## src/rtl/fetch_pkg.sv

```systemverilog
// -----------------------------------------------------------------------------
// fetch_pkg
//   Shared types and constants for the instruction fetch stage.
//   - fetch_entry_t : one prefetch FIFO entry {pc, word}
//   - fetch_state_t : request-tracking FSM states
//   - bit positions of the pre-sliced decode fields
// -----------------------------------------------------------------------------
package fetch_pkg;

    typedef struct packed {
        logic [31:0] pc;
        logic [31:0] word;
    } fetch_entry_t;

    // IDLE: nothing in flight; WAIT: response will be kept;
    // DROP: response will be discarded (a redirect overtook it).
    typedef enum logic [1:0] {
        IDLE = 2'd0,
        WAIT = 2'd1,
        DROP = 2'd2
    } fetch_state_t;

    localparam int OP_LSB    = 26;
    localparam int OP_W      = 2;
    localparam int FUNCT_LSB = 20;
    localparam int FUNCT_W   = 6;
    localparam int RD_LSB    = 12;
    localparam int RD_W      = 4;
    localparam int BIT_7     = 7;
    localparam int BIT_4     = 4;

    localparam logic [31:0] PC_STEP = 32'd4;

    // Force a byte address onto a word boundary.
    function automatic logic [31:0] align_word(input logic [31:0] addr);
        return {addr[31:2], 2'b00};
    endfunction

endpackage

```

## src/rtl/fetch_fifo.sv

```systemverilog
// -----------------------------------------------------------------------------
// fetch_fifo
//   Synchronous FIFO of fetch_entry_t used as the prefetch buffer.
//   DEPTH must be a power of two (pointers wrap naturally).
//
// Ports
//   clk        in   clock
//   reset      in   asynchronous active-low reset
//   flush      in   empty the FIFO (wins over push/pop)
//   push       in   write push_data (ignored when full)
//   push_data  in   entry to write
//   pop        in   drop head entry (ignored when empty)
//   head       out  current head entry (undefined when count == 0)
//   count      out  number of valid entries
// -----------------------------------------------------------------------------
module fetch_fifo
    import fetch_pkg::*;
#(
    parameter int  DEPTH = 2,
    localparam int AW    = (DEPTH > 1) ? $clog2(DEPTH) : 1,
    localparam int CW    = $clog2(DEPTH + 1)
) (
    input  logic          clk,
    input  logic          reset,
    input  logic          flush,
    input  logic          push,
    input  fetch_entry_t  push_data,
    input  logic          pop,
    output fetch_entry_t  head,
    output logic [CW-1:0] count
);

    fetch_entry_t  mem [DEPTH];
    logic [AW-1:0] rd_ptr;
    logic [AW-1:0] wr_ptr;
    logic          empty;
    logic          full;
    logic          do_push;
    logic          do_pop;

    assign empty   = (count == '0);
    assign full    = (count == CW'(DEPTH));
    assign do_push = push & ~full  & ~flush;
    assign do_pop  = pop  & ~empty & ~flush;
    assign head    = mem[rd_ptr];

    // NOTE: sequential state uses non-blocking assignments so every flop samples
    // pre-edge values regardless of statement order.
    always_ff @(posedge clk or negedge reset) begin
        if (!reset) begin
            rd_ptr <= '0;
            wr_ptr <= '0;
            count  <= '0;
        end else if (flush) begin
            rd_ptr <= '0;
            wr_ptr <= '0;
            count  <= '0;
        end else begin
            if (do_push) wr_ptr <= wr_ptr + 1'b1;
            if (do_pop)  rd_ptr <= rd_ptr + 1'b1;
            case ({do_push, do_pop})
                2'b10:   count <= count + 1'b1;
                2'b01:   count <= count - 1'b1;
                default: ;
            endcase
        end
    end

    // NOTE: the storage array is deliberately not reset; an entry is only ever
    // observed after it has been written, as tracked by count.
    always_ff @(posedge clk) begin
        if (do_push) mem[wr_ptr] <= push_data;
    end

endmodule

```

## src/rtl/instr_fetch_unit.sv

```systemverilog
// -----------------------------------------------------------------------------
// instr_fetch_unit
//   Fetch stage ahead of the control unit. Owns the program counter, issues
//   word fetches with at most one request in flight, buffers returned words in
//   a prefetch FIFO and presents them (with PC and decode slices) to the
//   decoder through a valid/ready handshake. A redirect flushes everything.
//
// Optional build macro
//   FETCH_BYPASS_EN : a response arriving while the FIFO is empty is shown on
//                     the instr outputs in the same cycle (0-cycle latency);
//                     consumed directly if instr_ready, otherwise buffered.
//
// Ports
//   clk, reset          clock; asynchronous active-low reset
//   imem_req/addr       fetch request and word-aligned address
//   imem_ready          request accepted when imem_req & imem_ready
//   imem_rvalid/rdata   one response per accepted request
//   redirect_valid/pc   PC redirect (branch taken / PC written)
//   instr_valid/ready   decoder handshake on the FIFO head
//   instr, instr_pc     head word and its address (0 when not valid)
//   op, funct, rd,      decode slices of instr
//   instr_7, instr_4
// -----------------------------------------------------------------------------
module instr_fetch_unit
    import fetch_pkg::*;
#(
    parameter logic [31:0] RESET_PC   = 32'h0000_0000,
    parameter int          FIFO_DEPTH = 2
) (
    input  logic        clk,
    input  logic        reset,
    output logic        imem_req,
    output logic [31:0] imem_addr,
    input  logic        imem_ready,
    input  logic        imem_rvalid,
    input  logic [31:0] imem_rdata,
    input  logic        redirect_valid,
    input  logic [31:0] redirect_pc,
    output logic        instr_valid,
    input  logic        instr_ready,
    output logic [31:0] instr,
    output logic [31:0] instr_pc,
    output logic [1:0]  op,
    output logic [5:0]  funct,
    output logic [3:0]  rd,
    output logic        instr_7,
    output logic        instr_4
);

    localparam int CW = $clog2(FIFO_DEPTH + 1);

    fetch_state_t  state;
    fetch_state_t  state_next;
    logic [31:0]   fetch_pc;
    logic [31:0]   req_pc;      // address of the request currently in flight
    logic          run;         // low until the first edge after reset release
    logic [CW-1:0] count;
    logic          fifo_empty;
    logic          fifo_full;
    fetch_entry_t  head;
    fetch_entry_t  push_entry;
    logic          accept;
    logic          resp_keep;
    logic          bypass_hit;
    logic          push;
    logic          pop;

    assign fifo_empty = (count == '0);
    assign fifo_full  = (count == CW'(FIFO_DEPTH));

    // Issue only from IDLE with buffer space; a redirect cycle never issues
    // because fetch_pc is about to change underneath the request.
    assign imem_req  = run && (state == IDLE) && !fifo_full && !redirect_valid;
    assign imem_addr = fetch_pc;
    assign accept    = imem_req & imem_ready;

    // Responses in IDLE (e.g. stragglers from before a reset) are ignored.
    assign resp_keep = (state == WAIT) && imem_rvalid && !redirect_valid;

`ifdef FETCH_BYPASS_EN
    assign bypass_hit = resp_keep && fifo_empty;
`else
    assign bypass_hit = 1'b0;
`endif

    // A bypassed word that the decoder takes immediately never enters the FIFO.
    assign push = resp_keep && !(bypass_hit && instr_ready);
    assign pop  = !fifo_empty && instr_ready && !redirect_valid;

    assign push_entry = '{pc: req_pc, word: imem_rdata};

    fetch_fifo #(
        .DEPTH (FIFO_DEPTH)
    ) u_fifo (
        .clk       (clk),
        .reset     (reset),
        .flush     (redirect_valid),
        .push      (push),
        .push_data (push_entry),
        .pop       (pop),
        .head      (head),
        .count     (count)
    );

    always_ff @(posedge clk or negedge reset) begin
        if (!reset) begin
            state    <= IDLE;
            run      <= 1'b0;
            fetch_pc <= RESET_PC;
            req_pc   <= RESET_PC;
        end else begin
            state <= state_next;
            run   <= 1'b1;
            if (redirect_valid)  fetch_pc <= align_word(redirect_pc);
            else if (accept)     fetch_pc <= fetch_pc + PC_STEP;
            if (accept)          req_pc   <= fetch_pc;
        end
    end

    // NOTE: every combinational output gets a default before the case so no
    // path leaves it unassigned, which would infer a latch.
    always_comb begin
        state_next = state;
        case (state)
            IDLE: if (accept) state_next = WAIT;
            // A response in the redirect cycle itself is simply discarded;
            // only a still-outstanding response has to be dropped later.
            WAIT: begin
                if (imem_rvalid)         state_next = IDLE;
                else if (redirect_valid) state_next = DROP;
            end
            DROP: if (imem_rvalid) state_next = IDLE;
            default: state_next = IDLE;
        endcase
    end

    always_comb begin
        instr_valid = !fifo_empty || bypass_hit;
        instr       = '0;
        instr_pc    = '0;
        if (!fifo_empty) begin
            instr    = head.word;
            instr_pc = head.pc;
        end else if (bypass_hit) begin
            instr    = imem_rdata;
            instr_pc = req_pc;
        end
    end

    assign op      = instr[OP_LSB +: OP_W];
    assign funct   = instr[FUNCT_LSB +: FUNCT_W];
    assign rd      = instr[RD_LSB +: RD_W];
    assign instr_7 = instr[BIT_7];
    assign instr_4 = instr[BIT_4];

endmodule

```

## config.mk

```make
export PLATFORM = sky130hd
export DESIGN_NAME = instr_fetch_unit
export DESIGN_NICKNAME = d
export VERILOG_FILES = /design/src/rtl/fetch_pkg.sv /design/src/rtl/fetch_fifo.sv /design/src/rtl/instr_fetch_unit.sv
export SDC_FILE = /design/constraint.sdc
export NUM_CORES = 1
export LEC_CHECK = 0
export ABC_AREA = 1
export CAP_MARGIN = 20
export CORE_MARGIN = 4
export CORE_UTILIZATION = 40
export CTS_CLUSTER_DIAMETER = 60
export DETAILED_ROUTE_END_ITERATION = 8
export PLACE_DENSITY = 0.65
export SLEW_MARGIN = 40
export SYNTH_ARGS = -nofsm -noshare
export SYNTH_HDL_FRONTEND = slang
export SYNTH_SLANG_ARGS = --single-unit
```

## constraint.sdc

```tcl
create_clock -name clk -period 5.2 [get_ports clk]
set_input_delay 1.04 -clock clk [delete_from_list [all_inputs] [get_ports clk]]
set_output_delay 1.04 -clock clk [all_outputs]
set_load 0.02 [all_outputs]
```

==> impl_metrics.py, run 1 <==
metrics = {
    "final_layout": {
        "insertedDiodeCount": 0,
        "final_cells": 1305,
        "drive_above_1_share_pct": 6.57,
        "multiInputGateArea_sq_um": 2550,
        "nets": 1093,
        "syn2layout_area_growth_pct": 28.8,
        "fillCellCount": 1865,
        "regArea_sq_um": 5400,
    },
    "clocking": {
        "cts.clk_slew.worst_paths_ns": 0.07,
        "htree_levels": 4,
        "cts_tree": "built",
        "cts_buffer_depth": 2,
        "ctsHoldBuffers": 0,
        "worstSkewPairLatency_ns": 0.42,
        "ctsResizeCount": 0,
        "cts_root_buf": "clkbuf_16",
        "cts_buffers": 17,
        "post_cts_buffers": 0,
        "cts.sinks": 191,
    },
    "timing": {
        "drv_slew": 0,
        "max_freq_ghz": 0.254,
        "hold_violations": 0,
        "worst_slack_ns": 1.27,
        "tightest_slew_ns": 0.758,
        "period_minus_slack_ns": 3.93,
        "setup_violations": 0,
        "min_period_over_period_pct": 75.6,
        "whs_ns": 0.472,
        "fin_skew_ns": 0.00840,
        "setup_tns_ns": 0,
        "rsz0062_at_grt": "no",
        "max_slew_margin_pct": 49.3,
    },
    "pwr": {
        "ir_worst_vdd_uv": 243,
        "p_leak_nw": 4.26,
        "power_density_nw_per_um2": 440,
        "finalPower_mw": 4.81,
    },
    "global_route": {
        "grt_pass1_vias": 6081,
        "overflow": 0,
        "grt_antenna_before_repair": 0,
        "grt_use_total_pct": 16.5,
        "grt_pass1_wl_microns": 31100,
        "grt_max_degree": 64,
    },
    "yosys": {
        "yosys.area.top_type": "edfxtp_1",
        "ys_seq_area_share_pct": 63.7,
        "synth-simple-area-share_pct": 22.0,
        "yosys-mux-area-fraction_pct": 0,
        "synth.area.top_cells": "edfxtp_1 (44%), dfrtp_1 (20%), nand2_1 (13%), a21oi_1 (3.8%), nand3_1 (3.1%)",
        "synth_edf_count": 124,
        "synth_ff_type": "edfxtp_1",
        "syn_area_sq_um": 8480,
        "synth_top_cell_area_share_pct": 43.9,
        "synth_commonest_cells": "nand2_1 (295), edfxtp_1 (124), dfrtp_1 (67)",
        "synthXorXnorAreaFrac_pct": 0.620,
        "synth-async-reset-ratio_pct": 35.1,
        "synthAdderAreaFrac_pct": 0.148,
        "synthCells": 871,
        "ys_warn_count": 0,
        "synth-compound-area-share_pct": 6.88,
        "synth.most_common_cell": "nand2_1",
        "synth_top_family_by_area": "simple AND/OR/NAND/NOR gates",
        "syn_area_per_cell_sq_um": 9.73,
        "synth-seq-cells": 191,
        "ys_types": 31,
    },
    "worst_setup_path": {
        "required_ns": 4.16,
        "cp-start-kind": "flop",
        "crit_family": "buffers and inverters",
        "worst-setup-path-type": "reg -> out",
        "critPathCaptureType": "output pin",
        "cp_cell_sequence": "inv_2, nand2_1, clkinv_2, buf_4, a21oi_1, clkdlybuf4s50_1",
        "crit_buf_inv": 4,
        "cp_data_arrival_time_ns": 2.89,
        "slowest_stage": "clkdlybuf4s50_1",
        "cp_max_fo": 42,
        "slowest_delay_ns": 0.66,
    },
    "job": {
        "max_cap_violations": 0,
    },
    "die": {
        "die_y_microns": 154,
        "io_pins": 182,
        "num_rows": 52,
        "core_sq_um": 20600,
        "die_area_sq_um": 23600,
        "chipWidth_microns": 154,
        "initial_utilization_pct": 41.2,
    },
    "routing": {
        "wire_per_inst_microns": 15.0,
        "dr.pass1.iters": 4,
        "vias_per_cell": 4.80,
        "ant_nets": 0,
        "drc_errors": 0,
        "routed_wl_microns": 19500,
        "drt-initial-drc-count": 322,
        "vias": 6269,
    },
    "min_path": {
        "hold_class": "reg -> reg",
    },
    "place": {
        "post-place-ws_ns": 1.53,
        "portBuffers": 175,
        "dp.cells": 1273,
        "place_congestion": 0.804,
        "post-dp-hpwl_microns": 12900,
    },
    "status": {
        "status": "completed",
    },
}
[flip-flops by register name, summed over array words and instances (netlist names)]
name,cells
u_fifo.wr_ptr,1
u_fifo.count,2
req_pc,30
state,2
u_fifo.mem,124
run,1
imem_addr,30
u_fifo.rd_ptr,1
[logic make-up after synthesis]
| kind of cell | count (synthesis) |
|---|---|
| AO/OA/AOI/OAI | 112 |
| XOR/XNOR | 6 |
| adder cells (fa/ha/maj) | 1 |
| buffers and inverters | 116 |
| flip-flops | 191 |
| other | 2 |
| AND/OR/NAND/NOR | 443 |
[per-layer routing]
| layer | track usage [%] | vias to the layer above | routed length (microns) | share of wire (%) |
|---|---|---|---|---|
| li1 | - | 3155 | - | - |
| met3 | 3.34 | 14 | 1050 | 5.4 |
| met2 | 26.6 | 185 | 9030 | 46 |
| met1 | 22.8 | 2915 | 9250 | 47 |
| met5 | 0 | - | 0 | 0 |
| met4 | 4.46 | 0 | 198 | 1.0 |
[metrics by stage]
step                      utilization (%)  cell area [sq um]
final                                53.1              10900
after global routing                 53.1              10900
after CTS                            53.1              10900
after detailed placement             50.3              10300
after global placement               50.2              10300
after floorplan                         -               8490
[power breakdown]
part           internal, mW  total (mW)  switching, mW
Clock                 0.678        1.26          0.579
Sequential             1.84        1.99          0.154
Combinational         0.639        1.56          0.918
Total                  3.16        4.81           1.65
[path summary, 6_finish.rpt]
check / slack, ns / depth (start not counted) / start / end
worst max-delay path: 1.27 / 6 / u_fifo.count[0] / instr_pc[24]
max in group asynchronous: 3.78 / 2 / reset / u_fifo.rd_ptr
worst max register to register: 2.80 / 6 / state[0] / imem_addr[9]
worst min-delay path: 0.47 / 0 / req_pc[26] / u_fifo.mem[0][58]
worst min register to register: 0.47 / 0 / req_pc[26] / u_fifo.mem[0][58]
min in group asynchronous: 0.55 / 1 / reset / imem_addr[22]
[area by class of cell]
type | instances | area share [%]
clock inverters | 15 | 1.38
repair buffers | 183 | 16.6
well taps | 270 | 3.09
multi-input cells | 567 | 23.4
inverters | 62 | 2.17
flip-flops and latches | 191 | 49.5
clock buffers | 17 | 3.90
[cell usage in the layout (no fill, tap or decap), drive strengths merged, types with 4 or more instances in the layout]
master / instances
o211ai: 7
o21ai: 38
nor2: 74
clkdlybuf4s50: 174
conb: 5
clkbuf: 17
edfxtp: 124
a21oi: 65
nand3b: 11
clkinv: 8
nand3: 52
buf: 9
nand4: 5
xor2: 4
nand2: 299
dfrtp: 67
inv: 67
[worst reg2reg max path: cells and delay by family, from the launching register on]
kind             cells  cell delay, ns
AND/OR/NAND/NOR      5            1.72
flip-flops           1            0.41
AO/OA/AOI/OAI        1            0.15
Power figures use the tool's default switching activity.
==> inputs of run 2 (changes only) <==
PLACE_DENSITY = 0.68   (was 0.65)
clock period = 3.6 ns   (was 5.2 ns; I/O delays follow)
==> impl_metrics.py, run 2 (synthesis gave the netlist of run 1 again) <==
metrics = {
    "status": {
        "status": "completed",
    },
    "worst_setup_path": {
        "cp_data_arrival_time_ns": 2.46,
        "slowest_delay_ns": 0.65,
        "crit_family": "buffers and inverters",
        "critPathCaptureType": "output pin",
        "cp_max_fo": 21,
        "cp.depth": 5,
        "cp-start-kind": "flop",
        "worst-setup-path-type": "reg -> out",
        "slowest_stage": "clkdlybuf4s50_1",
        "required_ns": 2.88,
        "rr_worst_depth": 6,
        "crit_buf_inv": 3,
        "cp_cell_sequence": "inv_2, buf_12, nand2_1, a21oi_1, clkdlybuf4s50_1",
    },
    "die": {
        "num_rows": 52,
        "die_y_microns": 154,
        "io_pins": 182,
        "chipWidth_microns": 154,
        "initial_utilization_pct": 41.2,
        "die_area_sq_um": 23600,
        "core_sq_um": 20600,
    },
    "pwr": {
        "finalPower_mw": 6.92,
        "power_density_nw_per_um2": 630,
        "ir_worst_vdd_uv": 311,
        "p_leak_nw": 4.30,
    },
    "global_route": {
        "grt_use_total_pct": 16.5,
        "grt_pass1_vias": 5988,
        "overflow": 0,
        "grt_pass1_wl_microns": 31100,
        "grt_antenna_before_repair": 0,
        "grt_max_degree": 66,
    },
    "timing": {
        "max_freq_ghz": 0.314,
        "fin_skew_ns": 0.0161,
        "max_slew_margin_pct": 58.9,
        "min_period_over_period_pct": 88.4,
        "hold_violations": 0,
        "tightest_slew_ns": 0.615,
        "setup_violations": 0,
        "setup_tns_ns": 0,
        "whs_ns": 0.265,
        "rsz0062_at_grt": "no",
        "period_minus_slack_ns": 3.18,
        "drv_slew": 0,
    },
    "clocking": {
        "cts.clk_slew.worst_paths_ns": 0.08,
        "post_cts_buffers": 0,
        "cts_buffer_depth": 2,
        "worstSkewPairLatency_ns": 0.43,
        "cts_tree": "built",
        "cts_root_buf": "clkbuf_16",
        "htree_levels": 4,
        "ctsResizeCount": 0,
        "cts_buffers": 17,
        "ctsHoldBuffers": 0,
        "cts.sinks": 191,
    },
    "final_layout": {
        "insertedDiodeCount": 0,
        "final_common_cell": "nand2_1",
        "final_util_pct": 53.4,
        "layout_common_cells": "nand2_1 (295), clkdlybuf4s50_1 (174), edfxtp_1 (124)",
        "largest-register": "u_fifo.mem",
        "syn2layout_area_growth_pct": 29.6,
        "largest_reg_flops": 124,
        "multiInputGateArea_sq_um": 2550,
        "fin_area_sq_um": 11000,
        "nets": 1101,
        "fillCellCount": 1892,
        "drive_above_1_share_pct": 7.19,
        "regArea_sq_um": 5400,
    },
    "place": {
        "portBuffers": 175,
        "post-dp-hpwl_microns": 13600,
        "place_congestion": 0.810,
        "place_area_sq_um": 10400,
    },
    "min_path": {
        "hold_class": "in -> async",
    },
    "job": {
        "max_cap_violations": 0,
    },
    "routing": {
        "drc_errors": 0,
        "routed_wl_microns": 19300,
        "vias_per_cell": 4.73,
        "dr.pass1.iters": 5,
        "ant_nets": 0,
        "drt-initial-drc-count": 393,
        "wire_per_inst_microns": 14.7,
        "vias": 6209,
    },
}
[run 2: cell types whose count changed in the layout (fill, tap and decap cells not counted), sizes merged]
cell and delta:
clkinvlp +3, clkinv -5, inv +1, clkbuf +2, buf +8, bufinv -1
[run 2: final timing paths]
path / start / end / slack (ns)
max: u_fifo.rd_ptr / instr[15] / 0.42
min: reset / imem_addr[22] / 0.27
max reg2reg: state[0] / imem_addr[9] / 1.42
min reg2reg: req_pc[18] / u_fifo.mem[0][50] / 0.47
max in group asynchronous: reset / req_pc[16] / 2.71
min in group clk: req_pc[18] / u_fifo.mem[0][50] / 0.47
[run 2: report_power, final]
group          switching (mW)  total [mW]  internal (mW)  leakage [nW]
registers               0.235        2.89           2.66          1.94
logic                    1.32        2.29          0.976          2.10
clock network           0.820        1.74          0.917         0.259
[run 2: per-stage QoR]
step / instances / setup WS [ns]
final: 1313 / 0.418
after global routing: 1313 / 0.264
after floorplan: 874 / 0.436
after CTS: 1313 / 0.366
after detailed placement: 1281 / 0.677
after global placement: 1281 / 0.685
[run 2: worst register-to-register path: cells and delay by family, from the launching register on]
| kind | cells | cell delay, ns |
|---|---|---|
| flops | 1 | 0.41 |
| simple gates | 5 | 1.51 |
| compound gates | 1 | 0.14 |
[run 2: layout make-up]
| type | count | share of cell area (%) |
|---|---|---|
| sequential | 191 | 49.2 |
| tap | 270 | 3.07 |
| clock buffer | 19 | 4.03 |
| timing repair buffer | 191 | 17.5 |
| clock inverter | 13 | 0.934 |
| multi-input combinational | 567 | 23.2 |
| inverter | 62 | 2.13 |
[run 2: metal layers]
layer	share of wire [%]	wire length, microns	up-vias	track usage (%)
met5	0	0	-	0
met3	6.5	1250	20	4.33
li1	-	-	3167	-
met4	1.4	266	0	4.84
met2	45	8760	211	25.4
met1	47	9020	2811	23.3
==> inputs of run 3 (changes only) <==
CORE_MARGIN = unset   (was 4)
GPL_TIMING_DRIVEN = 0   (was unset)
clock period = 2.9 ns   (was 3.6 ns; I/O delays follow)
==> impl_metrics.py, run 3 (synthesis gave the netlist of run 1 again) <==
metrics = {
    "pwr": {
        "p_leak_nw": 5.30,
        "ir_worst_vdd_uv": 395,
        "finalPower_mw": 8.76,
        "power_density_nw_per_um2": 761,
    },
    "die": {
        "core_sq_um": 20500,
        "num_rows": 52,
        "chipWidth_microns": 148,
        "initial_utilization_pct": 41.4,
        "die_area_sq_um": 21800,
        "io_pins": 182,
        "die_y_microns": 148,
    },
    "worst_setup_path": {
        "worst-setup-path-type": "reg -> out",
        "cp-start-kind": "flop",
        "critPathCaptureType": "output pin",
        "cp_cell_sequence": "inv_6, clkbuf_2, nand2_1, a21oi_1, clkdlybuf4s50_1",
        "cp_max_fo": 10,
        "r2r_slack_ns": 0.90,
        "slowest_delay_ns": 0.64,
        "crit_buf_inv": 3,
        "slowest_stage": "clkdlybuf4s50_1",
        "crit_family": "buffers and inverters",
        "required_ns": 2.32,
        "cp_data_arrival_time_ns": 2.18,
    },
    "min_path": {
        "hold_class": "in -> async",
    },
    "final_layout": {
        "fillCellCount": 1823,
        "syn2layout_area_growth_pct": 35.8,
        "insertedDiodeCount": 0,
        "drive_above_1_share_pct": 11.1,
        "largest-register": "u_fifo.mem",
        "nets": 1147,
        "fin_area_sq_um": 11500,
        "largest_reg_flops": 124,
        "final_common_cell": "nand2_1",
        "multiInputGateArea_sq_um": 2550,
        "final_cells": 1359,
        "layout_common_cells": "nand2_1 (295), edfxtp_1 (124), clkdlybuf4s50_1 (112)",
        "regArea_sq_um": 5400,
    },
    "clocking": {
        "cts_buffers": 17,
        "worstSkewPairLatency_ns": 0.43,
        "htree_levels": 4,
        "cts_tree": "built",
        "cts_root_buf": "clkbuf_16",
        "cts_buffer_depth": 2,
        "cts.sinks": 191,
        "cts.clk_slew.worst_paths_ns": 0.07,
    },
    "global_route": {
        "grt_max_degree": 38,
        "grt_use_total_pct": 19.3,
        "grt_pass1_wl_microns": 32200,
        "grt_pass1_vias": 6104,
        "overflow": 0,
        "grt_antenna_before_repair": 0,
    },
    "timing": {
        "period_minus_slack_ns": 2.76,
        "fin_skew_ns": 0.00900,
        "tightest_slew_ns": 0.692,
        "min_period_over_period_pct": 95.2,
        "setup_violations": 0,
        "max_slew_margin_pct": 53.9,
        "rsz0062_at_grt": "no",
        "max_freq_ghz": 0.362,
        "drv_slew": 0,
        "whs_ns": 0.0298,
        "hold_violations": 0,
    },
    "routing": {
        "ant_nets": 0,
        "dr.pass1.iters": 5,
        "routed_wl_microns": 20400,
        "drt-initial-drc-count": 397,
        "vias_per_cell": 4.86,
        "drc_errors": 0,
        "wire_per_inst_microns": 15.0,
        "vias": 6599,
    },
    "status": {
        "status": "completed",
    },
    "place": {
        "post-dp-hpwl_microns": 14900,
        "place_congestion": 0.886,
        "dp.cells": 1327,
        "portBuffers": 174,
        "place_area_sq_um": 10800,
    },
    "job": {
        "max_cap_violations": 0,
    },
}
[run 3: cell types whose count changed in the layout (fill, tap and decap cells not counted), moves of 4 or more]
cell / previous run / this run
clkbuf_1: 1 / 5
buf_16: 0 / 5
clkbuf_2: 0 / 11
clkdlybuf4s50_1: 174 / 112
buf_2: 0 / 6
clkbuf_4: 0 / 6
dlymetal6s2s_1: 0 / 47
buf_6: 0 / 5
dlygate4sd2_1: 0 / 12
buf_4: 13 / 24
[run 3: final cells by class]
type | instances | area share, %
multi-input combinational | 567 | 22.2
buffer | 53 | 3.06
sequential | 191 | 46.9
timing repair buffer | 184 | 17.8
tap | 270 | 2.94
clock buffer | 17 | 3.70
clock inverter | 15 | 1.29
inverter | 62 | 2.08
[run 3: layer usage]
layer / track usage [%] / vias up / wire length, microns
met3: 3.40 / 24 / 1420
met2: 31.0 / 256 / 9610
met1: 26.4 / 3042 / 9010
met5: 0 / - / 0
met4: 6.91 / 0 / 383
li1: - / 3277 / -
[run 3: what timing repair did]
action                     CTS  global route
hold buffers                 0             0
resized for setup           40            49
setup buffers                1             0
setup endpoints to repair   75            49
pin swaps                    0             0
[run 3: path summary, 6_finish.rpt]
check / end / start / depth (start not counted)
setup reg to reg: u_fifo.mem[0][10] / state[1] / 8
hold reg to reg: u_fifo.mem[1][51] / req_pc[19] / 0
hold / removal: run / reset / 1
max in group asynchronous: req_pc[12] / reset / 2
setup / recovery: instr_pc[3] / u_fifo.rd_ptr / 5
min in group clk: u_fifo.mem[1][51] / req_pc[19] / 0
[run 3: report_power, final]
group          leakage (nW)  switching, mW  internal [mW]
logic                  3.08           1.69           1.22
registers              1.94          0.287           3.30
clock network         0.278           1.04           1.21
[run 3: through the flow]
stage          util, %  TNS, ns  setup slack, ns
3_3_place_gp      51.6  -253.84            -1.42
3_5_place_dp      52.6    -2.40           -0.157
2_1_floorplan        -   -14.60           -0.124
6_report          56.2        0            0.138
4_1_cts           55.6        0          0.00189
5_1_grt           56.2        0          0.00293
